File: config.mk
export PLATFORM = sky130hd
export DESIGN_NAME = ascon_state_capture_flat
export DESIGN_NICKNAME = d
export VERILOG_FILES = /design/src/rtl/ascon_pack.sv /design/src/rtl/ascon_state_capture_if.sv /design/src/rtl/cap_slot.sv /design/src/rtl/ascon_state_capture.sv /design/src/flat_wrapper.sv
export SDC_FILE = /design/constraint.sdc
export NUM_CORES = 1
export LEC_CHECK = 0
export BUFFER_PORTS_ARGS = -buffer_cell sky130_fd_sc_hd__buf_2
export CAP_MARGIN = 5
export CORE_AREA = 4 4 383 385
export CTS_BUF_LIST = sky130_fd_sc_hd__clkbuf_8
export DETAILED_ROUTE_END_ITERATION = 16
export DIE_AREA = 0 0 387 389
export HOLD_SLACK_MARGIN = 0.1
export SLEW_MARGIN = 20
export SYNTH_ARGS = -nofsm -noshare
export SYNTH_HDL_FRONTEND = slang
export SYNTH_SLANG_ARGS = --single-unit
File: constraint.sdc
create_clock -name clock_i -period 2.7 [get_ports clock_i]
set_clock_uncertainty 0.2 [all_clocks]
set_input_delay 0.135 -clock clock_i [delete_from_list [all_inputs] [get_ports clock_i]]
set_output_delay 0.135 -clock clock_i [all_outputs]
set_load 0.005 [all_outputs]
File: src/rtl/ascon_pack.sv
// Shared types and constants for the ASCON datapath.
// Holds the 5x64 state word array and the capture-slot FSM encoding.
package ascon_pack;

    localparam int CIPHER_W = 64;
    localparam int TAG_W    = 128;

    typedef logic [63:0] type_state [0:4];

    typedef enum logic {
        CAP_EMPTY,
        CAP_FULL
    } type_cap_fsm;

endpackage

File: src/rtl/ascon_state_capture_if.sv
// Host-side handshake bundle of the state capture block:
// cipher word and tag channels, each with valid/ready.
interface ascon_state_capture_if;
    import ascon_pack::*;

    logic [CIPHER_W-1:0] cipher_o;
    logic                cipher_valid_o;
    logic                cipher_ready_i;
    logic [TAG_W-1:0]    tag_o;
    logic                tag_valid_o;
    logic                tag_ready_i;
    logic                tag_match_o;

    modport slave (
        output cipher_o,
        output cipher_valid_o,
        input  cipher_ready_i,
        output tag_o,
        output tag_valid_o,
        input  tag_ready_i,
        output tag_match_o
    );

    modport master (
        input  cipher_o,
        input  cipher_valid_o,
        output cipher_ready_i,
        input  tag_o,
        input  tag_valid_o,
        output tag_ready_i,
        input  tag_match_o
    );

endinterface

File: src/rtl/cap_slot.sv
// One-entry capture register with valid/ready output handshake.
// A capture while full and not being drained is dropped and flagged.
module cap_slot
    import ascon_pack::*;
#(
    parameter int W = 64
) (
    input  logic         clk,
    input  logic         rst_n,
    input  logic         clear,
    input  logic         capture,
    input  logic         ready,
    input  logic [W-1:0] data,
    output logic [W-1:0] q,
    output logic         valid,
    output logic         accept,
    output logic         overrun
);

    type_cap_fsm st;

    assign valid = (st == CAP_FULL);

    // Draining and refilling in the same cycle counts as an accept.
    assign accept  = capture & ~clear & (~valid | ready);
    assign overrun = capture & ~clear & valid & ~ready;

    always_ff @(posedge clk or negedge rst_n) begin
        if (!rst_n) begin
            st <= CAP_EMPTY;
            q  <= '0;
        end else if (clear) begin
            st <= CAP_EMPTY;
        end else if (accept) begin
            st <= CAP_FULL;
            q  <= data;
        end else if (valid && ready) begin
            st <= CAP_EMPTY;
        end
    end

endmodule

File: src/rtl/ascon_state_capture.sv
// State register after the end-of-permutation XOR, plus cipher/tag
// capture towards the host with optional tag compare.
module ascon_state_capture
    import ascon_pack::type_state;
    import ascon_pack::CIPHER_W;
#(
    parameter int BLK_CNT_W = 8,
    parameter int TAG_W     = 128
) (
    input  logic                 clock_i,
    input  logic                 resetb_i,
    input  type_state            state_i,
    input  logic                 en_reg_state_i,
    input  logic                 en_cipher_i,
    input  logic                 en_tag_i,
    input  logic                 decrypt_i,
    input  logic [TAG_W-1:0]     tag_exp_i,
    input  logic                 clear_i,
    output type_state            state_o,
    output logic [BLK_CNT_W-1:0] blk_cnt_o,
    output logic                 overrun_o,
    ascon_state_capture_if.slave host
);

    logic [TAG_W-1:0] tag_word;
    logic             c_acc;
    logic             c_ovr;
    logic             t_acc;
    logic             t_ovr;

    assign tag_word = {state_i[3], state_i[4]};

    always_ff @(posedge clock_i or negedge resetb_i) begin
        if (!resetb_i) begin
            state_o <= '{default: '0};
        end else if (en_reg_state_i) begin
            state_o <= state_i;
        end
    end

    cap_slot #(
        .W (CIPHER_W)
    ) u_cipher (
        .clk     (clock_i),
        .rst_n   (resetb_i),
        .clear   (clear_i),
        .capture (en_cipher_i),
        .ready   (host.cipher_ready_i),
        .data    (state_i[0]),
        .q       (host.cipher_o),
        .valid   (host.cipher_valid_o),
        .accept  (c_acc),
        .overrun (c_ovr)
    );

    cap_slot #(
        .W (TAG_W)
    ) u_tag (
        .clk     (clock_i),
        .rst_n   (resetb_i),
        .clear   (clear_i),
        .capture (en_tag_i),
        .ready   (host.tag_ready_i),
        .data    (tag_word),
        .q       (host.tag_o),
        .valid   (host.tag_valid_o),
        .accept  (t_acc),
        .overrun (t_ovr)
    );

    // Counter, sticky overrun and compare result follow slot accepts.
    always_ff @(posedge clock_i or negedge resetb_i) begin
        if (!resetb_i) begin
            blk_cnt_o        <= '0;
            overrun_o        <= 1'b0;
            host.tag_match_o <= 1'b0;
        end else if (clear_i) begin
            blk_cnt_o        <= '0;
            overrun_o        <= 1'b0;
            host.tag_match_o <= 1'b0;
        end else begin
            if (c_acc) begin
                blk_cnt_o <= blk_cnt_o + BLK_CNT_W'(1);
            end
            if (c_ovr || t_ovr) begin
                overrun_o <= 1'b1;
            end
            if (t_acc) begin
                host.tag_match_o <= decrypt_i & (tag_word == tag_exp_i);
            end
        end
    end

endmodule

File: src/flat_wrapper.sv
// flat-port wrapper written by rule: the top's interface ports become plain ports
module ascon_state_capture_flat import ascon_pack::type_state; import ascon_pack::CIPHER_W;
#(
    parameter int BLK_CNT_W = 8,
    parameter int TAG_W     = 128
)
  (clock_i, resetb_i, state_i, en_reg_state_i, en_cipher_i, en_tag_i, decrypt_i, tag_exp_i, clear_i, state_o, blk_cnt_o, overrun_o, host_cipher_o, host_cipher_valid_o, host_cipher_ready_i, host_tag_o, host_tag_valid_o, host_tag_ready_i, host_tag_match_o);
  ascon_state_capture_if host_i ();
  input  logic clock_i;
  input  logic resetb_i;
  input  type_state state_i;
  input  logic en_reg_state_i;
  input  logic en_cipher_i;
  input  logic en_tag_i;
  input  logic decrypt_i;
  input  logic [TAG_W-1:0] tag_exp_i;
  input  logic clear_i;
  output type_state state_o;
  output logic [BLK_CNT_W-1:0] blk_cnt_o;
  output logic overrun_o;
  output wire logic [$bits(host_i.cipher_o)-1:0] host_cipher_o;
  output wire logic [$bits(host_i.cipher_valid_o)-1:0] host_cipher_valid_o;
  input wire logic [$bits(host_i.cipher_ready_i)-1:0] host_cipher_ready_i;
  output wire logic [$bits(host_i.tag_o)-1:0] host_tag_o;
  output wire logic [$bits(host_i.tag_valid_o)-1:0] host_tag_valid_o;
  input wire logic [$bits(host_i.tag_ready_i)-1:0] host_tag_ready_i;
  output wire logic [$bits(host_i.tag_match_o)-1:0] host_tag_match_o;
  assign host_cipher_o = host_i.cipher_o;
  assign host_cipher_valid_o = host_i.cipher_valid_o;
  assign host_i.cipher_ready_i = host_cipher_ready_i;
  assign host_tag_o = host_i.tag_o;
  assign host_tag_valid_o = host_i.tag_valid_o;
  assign host_i.tag_ready_i = host_tag_ready_i;
  assign host_tag_match_o = host_i.tag_match_o;
  ascon_state_capture #(.BLK_CNT_W(BLK_CNT_W), .TAG_W(TAG_W)) u_core (.clock_i(clock_i), .resetb_i(resetb_i), .state_i(state_i), .en_reg_state_i(en_reg_state_i), .en_cipher_i(en_cipher_i), .en_tag_i(en_tag_i), .decrypt_i(decrypt_i), .tag_exp_i(tag_exp_i), .clear_i(clear_i), .state_o(state_o), .blk_cnt_o(blk_cnt_o), .overrun_o(overrun_o), .host(host_i));
endmodule
# After elaboration in Yosys (flattened, before gate mapping)
# Cells that the tools add are included.
[totals] input_bits=457 register_bits=524
[op_classes] add_sub_neg=1 n_eq_ne=1 n_bitwise=16 n_reduce_logical=10 mux=12
[ops] operator="128-bit equality test" count=1
[ops] operator="8-bit 2-to-1 mux" count=2
[ops] operator="1-bit 2-to-1 mux" count=10
[ops] operator="1-bit AND" count=9
[ops] operator="8-bit by 1-bit adder with 8-bit output, second input constant" count=1
[ops] operator="2-bit nonzero test" count=3
[ops] operator="3-bit nonzero test" count=2
[ops] operator="1-bit inverter" count=5
[ops] operator="2-bit AND reduction" count=2
[ops] operator="1-bit logical AND" count=2
[ops] operator="1-bit OR" count=2
[ops] operator="1-bit logical OR" count=1

# Logic depth before layout (Yosys ltp)
# Gate-level depths: netlist of the first run.
[depth] ltp_word=7 ltp_mapped=8 mapped_depth_nobuf=6

# Cells and area by module
# A second synthesis of the first run with hierarchy kept.
[hier_totals] cells_unflattened=1344 hier_area_um2=21772.1
[modules_own_cells] module="ascon_state_capture" area_each_um2=13738.2 cells_per_inst=927 seq_area_each_um2=8257.9 instances=1
[modules_own_cells] module="cap_slot at u_core.u_tag" area_each_um2=5343.9 cells_per_inst=276 seq_area_each_um2=3228.1 instances=1
[modules_own_cells] module="cap_slot at u_core.u_cipher" area_each_um2=2690.1 cells_per_inst=141 seq_area_each_um2=1626.6 instances=1

# Worst setup path after synthesis of the first run
# Ideal clock, no wire load.
[synth_timing] path_type="register to register" start="register u_core.u_tag.st, in the netlist u_core.u_tag.valid" end="register u_core.host.tag_match_o" synth_period_minus_slack_ps=2230 arrival_time_ps=1954 setup_time_ps=76 stages_incl_launch_ff=8 path_slack_ps=470 required_time_ps=2424 path_cell_list="dfrtp_1 -> nor2b_4 -> or3b_1 -> buf_2 -> or4_1 -> nor4_1 -> nand4_1 -> o21ai_1"
[synth_between] elab_chain_len=4
[synth_rtl] element="from (decl)" line_no="cap_slot.sv:20" text="type_cap_fsm st;"
[synth_rtl] element="from (signal assigned)" line_no="cap_slot.sv:30" text="st <= CAP_EMPTY;"
[synth_rtl] element="from (signal assigned)" line_no="cap_slot.sv:33" text="st <= CAP_EMPTY;"
[synth_rtl] element="from (signal assigned)" line_no="cap_slot.sv:35" text="st <= CAP_FULL;"
[synth_rtl] element="1-bit inverter" line_no="cap_slot.sv:25" text="assign accept = capture & ~clear & (~valid | ready);"
[synth_rtl] element="1-bit OR" line_no="cap_slot.sv:25"
[synth_rtl] element="1-bit AND" line_no="cap_slot.sv:25"
[synth_rtl] element="2-bit nonzero test (no source line)"
[synth_rtl] element="to (signal assigned)" line_no="ascon_state_capture.sv:89" text="host.tag_match_o <= decrypt_i & (tag_word == tag_exp_i);"
[synth_rtl] element="to (decl)" line_no="ascon_state_capture_if.sv:21" text="output tag_match_o"
# No other way between the ends.
# A chain may end at the register's enable or synchronous reset.

# Worst setup path in the final report of the first run
[layout_timing] start="input port state_i[12] in the netlist's numbering" end="register u_core.host.tag_match_o"
[layout_between] elab_chain_len=4
[layout_rtl] element="from (decl)" line_no="flat_wrapper.sv:11" text="input type_state state_i;"
[layout_rtl] element="128-bit equality test" line_no="ascon_state_capture.sv:89"
[layout_rtl] element="1-bit AND" line_no="ascon_state_capture.sv:89"
[layout_rtl] element="1-bit 2-to-1 mux" line_no="ascon_state_capture.sv:88" text="if (t_acc) begin"
[layout_rtl] element="1-bit 2-to-1 mux" line_no="ascon_state_capture.sv:77" text="end else if (clear_i) begin"
# No other way between the ends. The select of a mux whose other input is x is not followed.

==> impl_metrics.ini, run 1 <==
[die]
floorplan.initialDensity_pct = 14.6
top_level_pins = 981
die_h_um = 389
die_area_um2 = 151000
die_w_um = 387
placementRows = 139
core-area_um2 = 143000

[power]
total_power_mw = 22.1
highest_ir_drop_seen_on_vdd_mv = 0.389
power.static_leakage_nw = 17.8
clkPwrFrac_pct = 35.3
part_of_the_total_power_dissipated_in_combinational_logic_pct = 22.2
net_switching_fraction_of_the_power_pct = 29.1
switchingPower_mw = 6.44
power_per_cell_area_nw_per_um2 = 570
cell_internal_pwr_mw = 15.7
power_frac_seq_pct = 42.5

[place]
pre_cts_slack_ns = -0.229
placedInstanceArea_um2 = 28500
port_buffers = 980
dp.final_hpwl_um = 81900
placed_cells = 4267
finalWeightedCongestion = 0.925

[grt]
via_count_of_the_first_global_routing_pass = 22200
antenna_found_initial = 32
gr-usage-all-layers_pct = 14.9
grt_remaining_overflow = 0
grt_max_degree = 94
wire_length_of_the_first_global_routing_pass_um = 163000

[critical_path]
crit_chain = dlygate4sd3_1, buf_2, dlygate4sd3_1, inv_1, a2111oi_2, o2111ai_1, dlygate4sd3_1, nor4_1, nand4_1, o21ai_1
worstSetupEndpointType = flip-flop
worstReg2RegStart = u_core.u_cipher.valid
worst-path-max-fanout = 3
arrival_ns = 3.18
cp.buffers_inverters = 5
critPathMostFrequentCell = dlygate4sd3_1
startpoint_types = input port
regToRegSetupSlack_ns = 0.32
timing.critical_path.required_ns = 3.21
crit-reg2reg-capture = u_core.blk_cnt_o[7]
critPathTopFamily = buffers and inverters
rr_worst_depth = 8
largest_stage_delay_on_the_critical_path_ns = 0.60
crit_slowest_cell = dlygate4sd3_1
path_class = in2reg

[timing]
rsz0062_at_grt = false
final_setup_violation_count = 0
measured_slew_at_the_worst_slew_check_pin_ns = 0.769
setup_slack_ns = 0.0372
timing.max_slew.rel_slack_pct = 48.7
tns_ns = 0
maxSlewViolCount = 0
clock.fmax_mhz = 376
period_needed_ns = 2.66
finalHoldViolCount = 0
layout_worst_path_cycle_share_pct = 98.6

[cells_and_area]
fill_cells = 14500
areaGrowthSynthToFinish_pct = 86.1
final_cell_count_no_fill = 5280
final_layout_size_suffix_gt1_share_pct = 49.9
num-nets-final = 3747
final_area_um2 = 38900

[yosys]
synthesized_netlist_net_count = 1844
netlist-cell-type-count = 38
yosys-top-cells-area = dfrtp_1, mux2_2, xor2_1
yosys_warnings = 0
syn-mean-instance-area_um2 = 15.1
synth.ff_latch_count = 524
sequential_share_of_the_synthesized_area_pct = 62.8
syn_inst = 1386
post_synth_instance_area_um2 = 20900
synthDominantCellAreaShare_pct = 62.8
post-synth-top-area-cell = dfrtp_1

[detailed_routing]
routed_wire_length_per_instance_um = 21.9
detail_route.vias_per_cell = 3.86
initialDrtViolationCount = 1039
drt_pre_antenna_iters = 5
routed-via-count = 20400
wl_um = 116000
drtAntennaViolNets = 0
post-route-drc-count = 0

[cts]
clock_sink_count = 524
cts_max_path_buffers = 3
clk_latency_ns = 0.74
tritoncts = built
cts_inserted_buffers = 94
worst_setup_hold_path_clk_slew_ns = 0.07
clk_root_buffer_cell = clkbuf_8
cts_htree_levels = 3

[run_status]
run_status = finished clean

[min_path]
worstHoldPathCells = 4
hp-class = in2reg
hold-path-endpoint = u_core.u_tag.q[71]
hold_path.startpoint = state_i[71]

[run]
maximum_capacitance_violations = 0
## state kept, by name (all words and copies together) (netlist names)
name                     flops
u_core.blk_cnt_o             8
u_core.host.tag_match_o      1
u_core.overrun_o             1
u_core.state_o             320
u_core.u_cipher.q           64
u_core.u_cipher.valid        1
u_core.u_tag.q             128
u_core.u_tag.valid           1
## worst min-delay path: stages
cell	delay, ns
dlygate4sd3_1	0.54
buf_2	0.20
inv_1	0.10
o21ai_0	0.09
## area by class of cell
cell class	count	area [um^2]	area share, %
flip-flops and latches	524	13100	33.7
multi-input cells	757	7430	19.1
repair buffers	1869	13800	35.5
well taps	1903	2380	6.13
clock inverters	59	419	1.08
inverters	43	161	0.415
clock buffers	110	1510	3.90
diodes	15	37.5	0.0966
## layer usage
layer  vias to the layer above  track usage, %  part of all wire, %
li1                       8742               -                    -
met1                     10300            17.2                   38
met2                      1042            24.7                   48
met3                       285            4.12                  7.7
met4                         6            8.58                  6.1
met5                         -               0                0.028
## power groups by stage
stage                     Combinational, mW  Clock, mW  Sequential, mW
after floorplan                        1.25          0            9.51
after global placement                 3.73          0            9.46
after detailed placement               3.77          0            9.49
after CTS                              4.86       8.12            9.36
after global routing                   5.25       8.43            9.51
final                                  4.91       7.81            9.42
## metrics by stage
stage / utilization, % / hold WS [ns]
3_5_place_dp: 19.9 / -0.0563
5_1_grt: 27.1 / 0.113
6_report: 27.1 / 0.130
3_3_place_gp: 19.9 / -0.0627
4_1_cts: 27.1 / 0.100
2_1_floorplan: - / -0.361
## cells in the final DEF, fill, tap and decap left out, types with 3 or more instances in the layout
| cell type | count |
|---|---|
| a2111oi_2 | 4 |
| a22o_1 | 7 |
| buf_12 | 9 |
| buf_2 | 978 |
| buf_4 | 51 |
| bufinv_16 | 4 |
| clkbuf_8 | 110 |
| clkinv_2 | 8 |
| clkinvlp_4 | 4 |
| dfrtp_1 | 524 |
| diode_2 | 15 |
| dlygate4sd3_1 | 828 |
| inv_1 | 75 |
| inv_12 | 3 |
| inv_2 | 4 |
| mux2_2 | 489 |
| nand2_1 | 29 |
| nand2b_1 | 5 |
| nand4_1 | 11 |
| nor2_1 | 11 |
| nor2b_1 | 20 |
| nor4_1 | 18 |
| nor4_2 | 5 |
| o2111ai_1 | 3 |
| o21ai_0 | 26 |
| o22ai_1 | 16 |
| xnor2_1 | 17 |
| xor2_1 | 68 |
## worst max-delay path by stage
stage / startpoint / to / slack, ns / cells after the start
after floorplan: u_core.u_tag.valid / u_core.host.tag_match_o / 0.47 / 7
after global placement: tag_exp_i[127] / u_core.host.tag_match_o / -0.20 / 8
after detailed placement: tag_exp_i[127] / u_core.host.tag_match_o / -0.23 / 8
after CTS: tag_exp_i[85] / u_core.host.tag_match_o / 0.07 / 10
after global routing: state_i[12] / u_core.host.tag_match_o / 0.02 / 10
final: state_i[12] / u_core.host.tag_match_o / 0.04 / 10
## Yosys cell counts
cell type    n
a22oi_1      2
a22o_1       7
a2111oi_0    5
nand3b_1     1
clkbuf_1    54
mux2_2     489
nand2_1     29
nor2_1      11
a222oi_1     1
o221ai_1     1
xor2_1      68
mux2i_1      2
o21ai_0     26
a21oi_1      2
nor4_1      23
xnor2_1     17
nor2b_1     21
o21ai_1      1
nor2b_4      1
or4_1        2
o22ai_1     16
buf_2        6
and4_1       2
a2111o_1     2
inv_1       43
a211o_1      1
nand2b_1     5
dfrtp_1    524
nand4_1     11
and3_1       1
a221oi_1     1
or3_1        1
o2111ai_1    3
or3b_1       1
buf_1        2
o2bb2ai_1    2
o31ai_1      1
ha_1         1
## repair_timing
item                        CTS  global route
gates resized for setup       0            15
hold buffers                827             7
setup endpoints to repair     0             1
buffers inserted              0             0
hold endpoints to repair   1048             3
## kinds of logic (layout without fill, tap and decap cells)
kind of cell / count (synthesis) / count (layout) / synth area share (%)
multiplexers: 491 / 491 / 26.5
flip-flops: 524 / 524 / 62.8
XOR/XNOR: 85 / 85 / 3.57
adder cells (fa/ha/maj): 1 / 1 / 0.0599
AO/OA/AOI/OAI: 71 / 71 / 2.28
AND/OR/NAND/NOR: 109 / 109 / 2.88
buffers and inverters: 105 / 2081 / 1.92
other: 0 / 15 / 0
Power figures use the tool's default switching activity.
==> run 2, diff against run 1 <==
--- a/config.mk
+++ b/config.mk
@@ -13,4 +13,5 @@
 export DIE_AREA = 0 0 387 389
 export HOLD_SLACK_MARGIN = 0.1
+export REMOVE_ABC_BUFFERS = 1
 export SLEW_MARGIN = 20
 export SYNTH_ARGS = -nofsm -noshare
--- a/constraint.sdc
+++ b/constraint.sdc
@@ -3,3 +3,3 @@
 set_input_delay 0.135 -clock clock_i [delete_from_list [all_inputs] [get_ports clock_i]]
 set_output_delay 0.135 -clock clock_i [all_outputs]
-set_load 0.005 [all_outputs]
+set_load 0.02 [all_outputs]
==> run 2 against run 1 <==
Compared with the run above: count of clock-buffer cells in the layout up 6; sequential share of layout area up 0.16 points; hold slack worse by 0.028 ns; cell area down 0.48%; cell count down 0.36%.
==> impl_metrics.ini, run 2 (same netlist as run 1, synthesis figures left out) <==
[cts]
cts_max_path_buffers = 3
tritoncts = built
clk_latency_ns = 0.76
clock_sink_count = 524
worst_setup_hold_path_clk_slew_ns = 0.06
cts_inserted_buffers = 96
clk_root_buffer_cell = clkbuf_8
cts_htree_levels = 3

[detailed_routing]
drt_pre_antenna_iters = 4
initialDrtViolationCount = 730
drtAntennaViolNets = 0
wl_um = 114000
routed-via-count = 19900
detail_route.vias_per_cell = 3.78
post-route-drc-count = 0
routed_wire_length_per_instance_um = 21.6

[die]
die_w_um = 387
core-area_um2 = 143000
die_h_um = 389
placementRows = 139
floorplan.initialDensity_pct = 14.6
die_area_um2 = 151000
top_level_pins = 981

[power]
power_per_cell_area_nw_per_um2 = 599
highest_ir_drop_seen_on_vdd_mv = 0.479
power.static_leakage_nw = 17.8
switchingPower_mw = 7.52
net_switching_fraction_of_the_power_pct = 32.5
power_frac_seq_pct = 40.7
clkPwrFrac_pct = 33.5
cell_internal_pwr_mw = 15.6
part_of_the_total_power_dissipated_in_combinational_logic_pct = 25.9

[cells_and_area]
final_layout_size_suffix_gt1_share_pct = 50.7
fill_cells = 14500
seq_area_um2 = 13100
finalCoreUtilization_pct = 27.0
most_flops_register = u_core.state_o
areaGrowthSynthToFinish_pct = 85.3
mostFrequentLayoutCell = buf_2
largest_reg_flops = 320
final_area_um2 = 38700
final_cell_mix = buf_2, dlygate4sd3_1, dfrtp_1
largest_registers = u_core.state_o x320, u_core.u_tag.q x128, u_core.u_cipher.q x64
multi_input_comb_area_um2 = 7390
num-nets-final = 3727

[grt]
wire_length_of_the_first_global_routing_pass_um = 159000
via_count_of_the_first_global_routing_pass = 22000
grt_max_degree = 65
antenna_found_initial = 51
gr-usage-all-layers_pct = 14.6
grt_remaining_overflow = 0

[place]
dp.final_hpwl_um = 80800
finalWeightedCongestion = 0.917
port_buffers = 980
placedInstanceArea_um2 = 28700

[run]
maximum_capacitance_violations = 0

[critical_path]
path_class = in2reg
startpoint_types = input port
timing.critical_path.required_ns = 3.20
arrival_ns = 3.19
worstSetupEndpointType = flip-flop
worst-path-max-fanout = 2

[timing]
timing.max_slew.rel_slack_pct = 39.2
maxSlewViolCount = 0
measured_slew_at_the_worst_slew_check_pin_ns = 0.911
layout_worst_path_cycle_share_pct = 99.4
clock.fmax_mhz = 373
rsz0062_at_grt = false
final_setup_violation_count = 0
worst_hold_slack_across_all_endpoints_ns = 0.102
period_needed_ns = 2.68
finalHoldViolCount = 0

[run_status]
run_status = finished clean

[min_path]
hp-class = in2reg
-- run 2: cell types whose count changed in the layout (fill, tap and decap cells not counted), moves of 4 or more --
cell,delta
a2111oi_2,-4
clkbuf_8,+6
clkinv_2,+5
buf_4,+8
diode_2,+6
buf_12,+9
inv_1,-5
nor4_2,-4
dlygate4sd3_1,-41
-- run 2: power by group through the flow --
| stage | clock, mW | sequential (mW) | combinational [mW] |
|---|---|---|---|
| final | 7.75 | 9.42 | 6.00 |
| after CTS | 8.05 | 9.37 | 5.98 |
| after global routing | 8.41 | 9.51 | 6.35 |
| after detailed placement | 0 | 9.50 | 4.93 |
| after global placement | 0 | 9.46 | 4.88 |
| after floorplan | 0 | 10.6 | 1.18 |
-- run 2: area by class of cell --
type                    instances  area share [%]
clock buffers                 116            4.13
inverters                      43           0.417
diodes                         21           0.136
well taps                    1903            6.16
flip-flops and latches        524            33.9
multi-input cells             757            19.1
clock inverters                50           0.809
repair buffers               1847            35.3
-- run 2: worst max-delay path, cell delays in order --
cell	delay [ns]
dlygate4sd3_1	0.56
buf_2	0.15
dlygate4sd3_1	0.59
inv_1	0.11
o22ai_1	0.14
a2111oi_0	0.40
dlygate4sd3_1	0.62
buf_4	0.12
and4_1	0.19
nand4_1	0.07
o21ai_1	0.12
-- run 2: path summary, 6_finish.rpt --
path                                  startpoint                       to  slack [ns]  depth (start not counted)
max                                   state_i[9]  u_core.host.tag_match_o        0.02                         11
min                                tag_exp_i[74]  u_core.host.tag_match_o        0.10                          6
max reg2reg                u_core.u_cipher.valid    u_core.u_cipher.q[41]        0.18                          7
min reg2reg                   u_core.u_tag.q[35]       u_core.u_tag.q[35]        0.28                          2
max in group asynchronous               resetb_i      u_core.state_o[189]        1.12                          6
min in group asynchronous               resetb_i       u_core.state_o[84]        0.32                          4
-- run 2: routing by layer --
layer	routed length [um]	share of wire [%]	vias to the layer above	track usage (%)
li1	-	-	8699	-
met1	43800	39	9974	17.0
met2	55800	49	966	24.8
met3	8840	7.8	256	4.06
met4	5010	4.4	14	6.81
met5	95	0.084	-	0
-- run 2: repair_timing --
| action | in CTS | in global routing |
|---|---|---|
| hold buffers | 790 | 0 |
| hold endpoints to repair | 1048 | 0 |
| endpoints found under the setup margin | 0 | 14 |
| gates resized for setup | 0 | 7 |
| setup buffers | 0 | 2 |
-- run 2: metrics by stage --
stage / std cells / setup WS (ns) / setup TNS [ns] / total power, mW
final: 5261 / 0.0158 / 0 / 23.2
after global routing: 5250 / 0.0198 / 0 / 24.3
after CTS: 5238 / 0.00947 / 0 / 23.4
after detailed placement: 4282 / 0.0710 / 0 / 14.4
after global placement: 4282 / 0.0225 / 0 / 14.3
after floorplan: 1324 / -2.32 / -337.68 / 11.8
==> run 3, diff against run 2 <==
Settings changed: PLACE_DENSITY set to 0.35.
==> run 3 against run 2 <==
Compared with the run above: the flow now finishes with violations (negative setup slack); sequential share of layout area grew 0.26 points; setup slack lost 0.028 ns; critical path depth unchanged; sequential power shrank 1%.
==> impl_metrics.ini, run 3 (same netlist as run 1, synthesis figures left out) <==
[detailed_routing]
routed-via-count = 18900
wl_um = 110000
drtAntennaViolNets = 0
post-route-drc-count = 0
drt_pre_antenna_iters = 4
initialDrtViolationCount = 479
detail_route.vias_per_cell = 3.62
routed_wire_length_per_instance_um = 21.0

[place]
port_buffers = 980
placedInstanceArea_um2 = 28700
dp.final_hpwl_um = 82900
placed_cells = 4274
finalWeightedCongestion = 0.792

[critical_path]
arrival_ns = 3.20
worst-path-max-fanout = 3
startpoint_types = input port
worstSetupEndpointType = flip-flop
path_class = in2reg
timing.critical_path.required_ns = 3.19

[cts]
tritoncts = built
worst_setup_hold_path_clk_slew_ns = 0.06
clk_root_buffer_cell = clkbuf_8
clock_sink_count = 524
cts_htree_levels = 3
cts_inserted_buffers = 102
clk_latency_ns = 0.78
cts_max_path_buffers = 3

[die]
placementRows = 139
die_w_um = 387
floorplan.initialDensity_pct = 14.6
core-area_um2 = 143000
die_h_um = 389
die_area_um2 = 151000
top_level_pins = 981

[timing]
maxSlewViolCount = 0
clock.fmax_mhz = 369
setup_slack_ns = -0.0117
finalHoldViolCount = 0
layout_worst_path_cycle_share_pct = 100
final_setup_violation_count = 1
rsz0062_at_grt = false
timing.max_slew.rel_slack_pct = 47.3
worst_hold_slack_across_all_endpoints_ns = 0.182
period_needed_ns = 2.71
measured_slew_at_the_worst_slew_check_pin_ns = 0.788

[power]
power_per_cell_area_nw_per_um2 = 609
highest_ir_drop_seen_on_vdd_mv = 0.333
part_of_the_total_power_dissipated_in_combinational_logic_pct = 25.2
clkPwrFrac_pct = 34.9
cell_internal_pwr_mw = 15.8
power.static_leakage_nw = 17.7
power_frac_seq_pct = 39.9
switchingPower_mw = 7.55
net_switching_fraction_of_the_power_pct = 32.3

[run_status]
violations = negative setup slack
run_status = finished, violations left

[cells_and_area]
areaGrowthSynthToFinish_pct = 83.9
most_flops_register = u_core.state_o
mostFrequentLayoutCell = buf_2
largest_reg_flops = 320
final_cell_mix = buf_2, dlygate4sd3_1, dfrtp_1
final_layout_size_suffix_gt1_share_pct = 51.0
final_cell_count_no_fill = 5223
largest_registers = u_core.state_o x320, u_core.u_tag.q x128, u_core.u_cipher.q x64
final_area_um2 = 38400
num-nets-final = 3688

[grt]
grt_max_degree = 73
antenna_found_initial = 19
wire_length_of_the_first_global_routing_pass_um = 155000
gr-usage-all-layers_pct = 14.2
grt_remaining_overflow = 0
via_count_of_the_first_global_routing_pass = 21000

[min_path]
hp-class = in2reg

[run]
maximum_capacitance_violations = 0
run 3: cell count changes in the layout (fill, tap and decap cells not counted), sizes merged, moves of 5 or more:
cell	delta
buf	-5
clkinv	-8
dlygate4sd3	-37
clkbuf	+11
inv	+17
diode	-12
run 3: layer usage:
layer / GRT usage (%) / routed length [um] / vias up
li1: - / - / 8617
met5: 0 / 41 / -
met1: 16.3 / 43400 / 9453
met2: 24.9 / 55400 / 673
met4: 5.88 / 3830 / 6
met3: 3.97 / 6930 / 170
run 3: worst paths after layout:
check	to	slack, ns	cells after the start	from
worst max-delay path	u_core.host.tag_match_o	-0.01	11	state_i[11]
worst min-delay path	u_core.host.tag_match_o	0.18	8	tag_exp_i[114]
worst max register to register	u_core.u_cipher.q[40]	0.29	7	u_core.u_cipher.valid
worst min register to register	u_core.u_tag.q[95]	0.27	2	u_core.u_tag.q[95]
max in group asynchronous	u_core.state_o[179]	1.22	4	resetb_i
min in group asynchronous	u_core.state_o[81]	0.59	4	resetb_i
run 3: worst max-delay path, stage by stage:
cell,delay (ns)
dlygate4sd3_1,0.56
buf_2,0.22
xor2_1,0.18
nor4_1,0.24
dlygate4sd3_1,0.57
nand4_1,0.13
dlygate4sd3_1,0.66
nor2_1,0.11
buf_4,0.15
nand4_1,0.08
o21ai_1,0.14
run 3: layout make-up:
cell class,count,area [um^2]
Antenna cell,9,22.5
Sequential cell,524,13100
Clock inverter,57,304
Fill cell,15200,105000
Inverter,43,161
Clock buffer,128,1760
Timing Repair Buffer,1802,13200
Multi-Input combinational cell,757,7400
Tap cell,1903,2380
run 3: power by group through the flow:
stage / registers [mW] / logic [mW] / clock network (mW)
5_1_grt: 9.46 / 6.27 / 8.98
6_report: 9.33 / 5.88 / 8.17
3_3_place_gp: 9.44 / 5.07 / 0
2_1_floorplan: 10.6 / 1.18 / 0
4_1_cts: 9.33 / 6.00 / 8.62
3_5_place_dp: 9.46 / 5.07 / 0
run 3: repair_timing:
| action | in CTS | in global routing |
|---|---|---|
| setup endpoints to repair | 0 | 7 |
| setup buffers | 0 | 4 |
| hold buffers | 751 | 0 |
| hold endpoints to repair | 1048 | 0 |
| resized for setup | 0 | 5 |
run 3: through the flow:
stage / util, % / TNS [ns] / total power [mW] / setup WS (ns)
floorplan: - / -337.68 / 11.8 / -2.32
global placement: 20.0 / 0 / 14.5 / 0.306
detailed placement: 20.0 / 0 / 14.5 / 0.173
CTS: 26.8 / 0 / 24.0 / 0.0147
global route: 26.8 / 0 / 24.7 / 0.000463
finish: 26.8 / -0.0117 / 23.4 / -0.0117
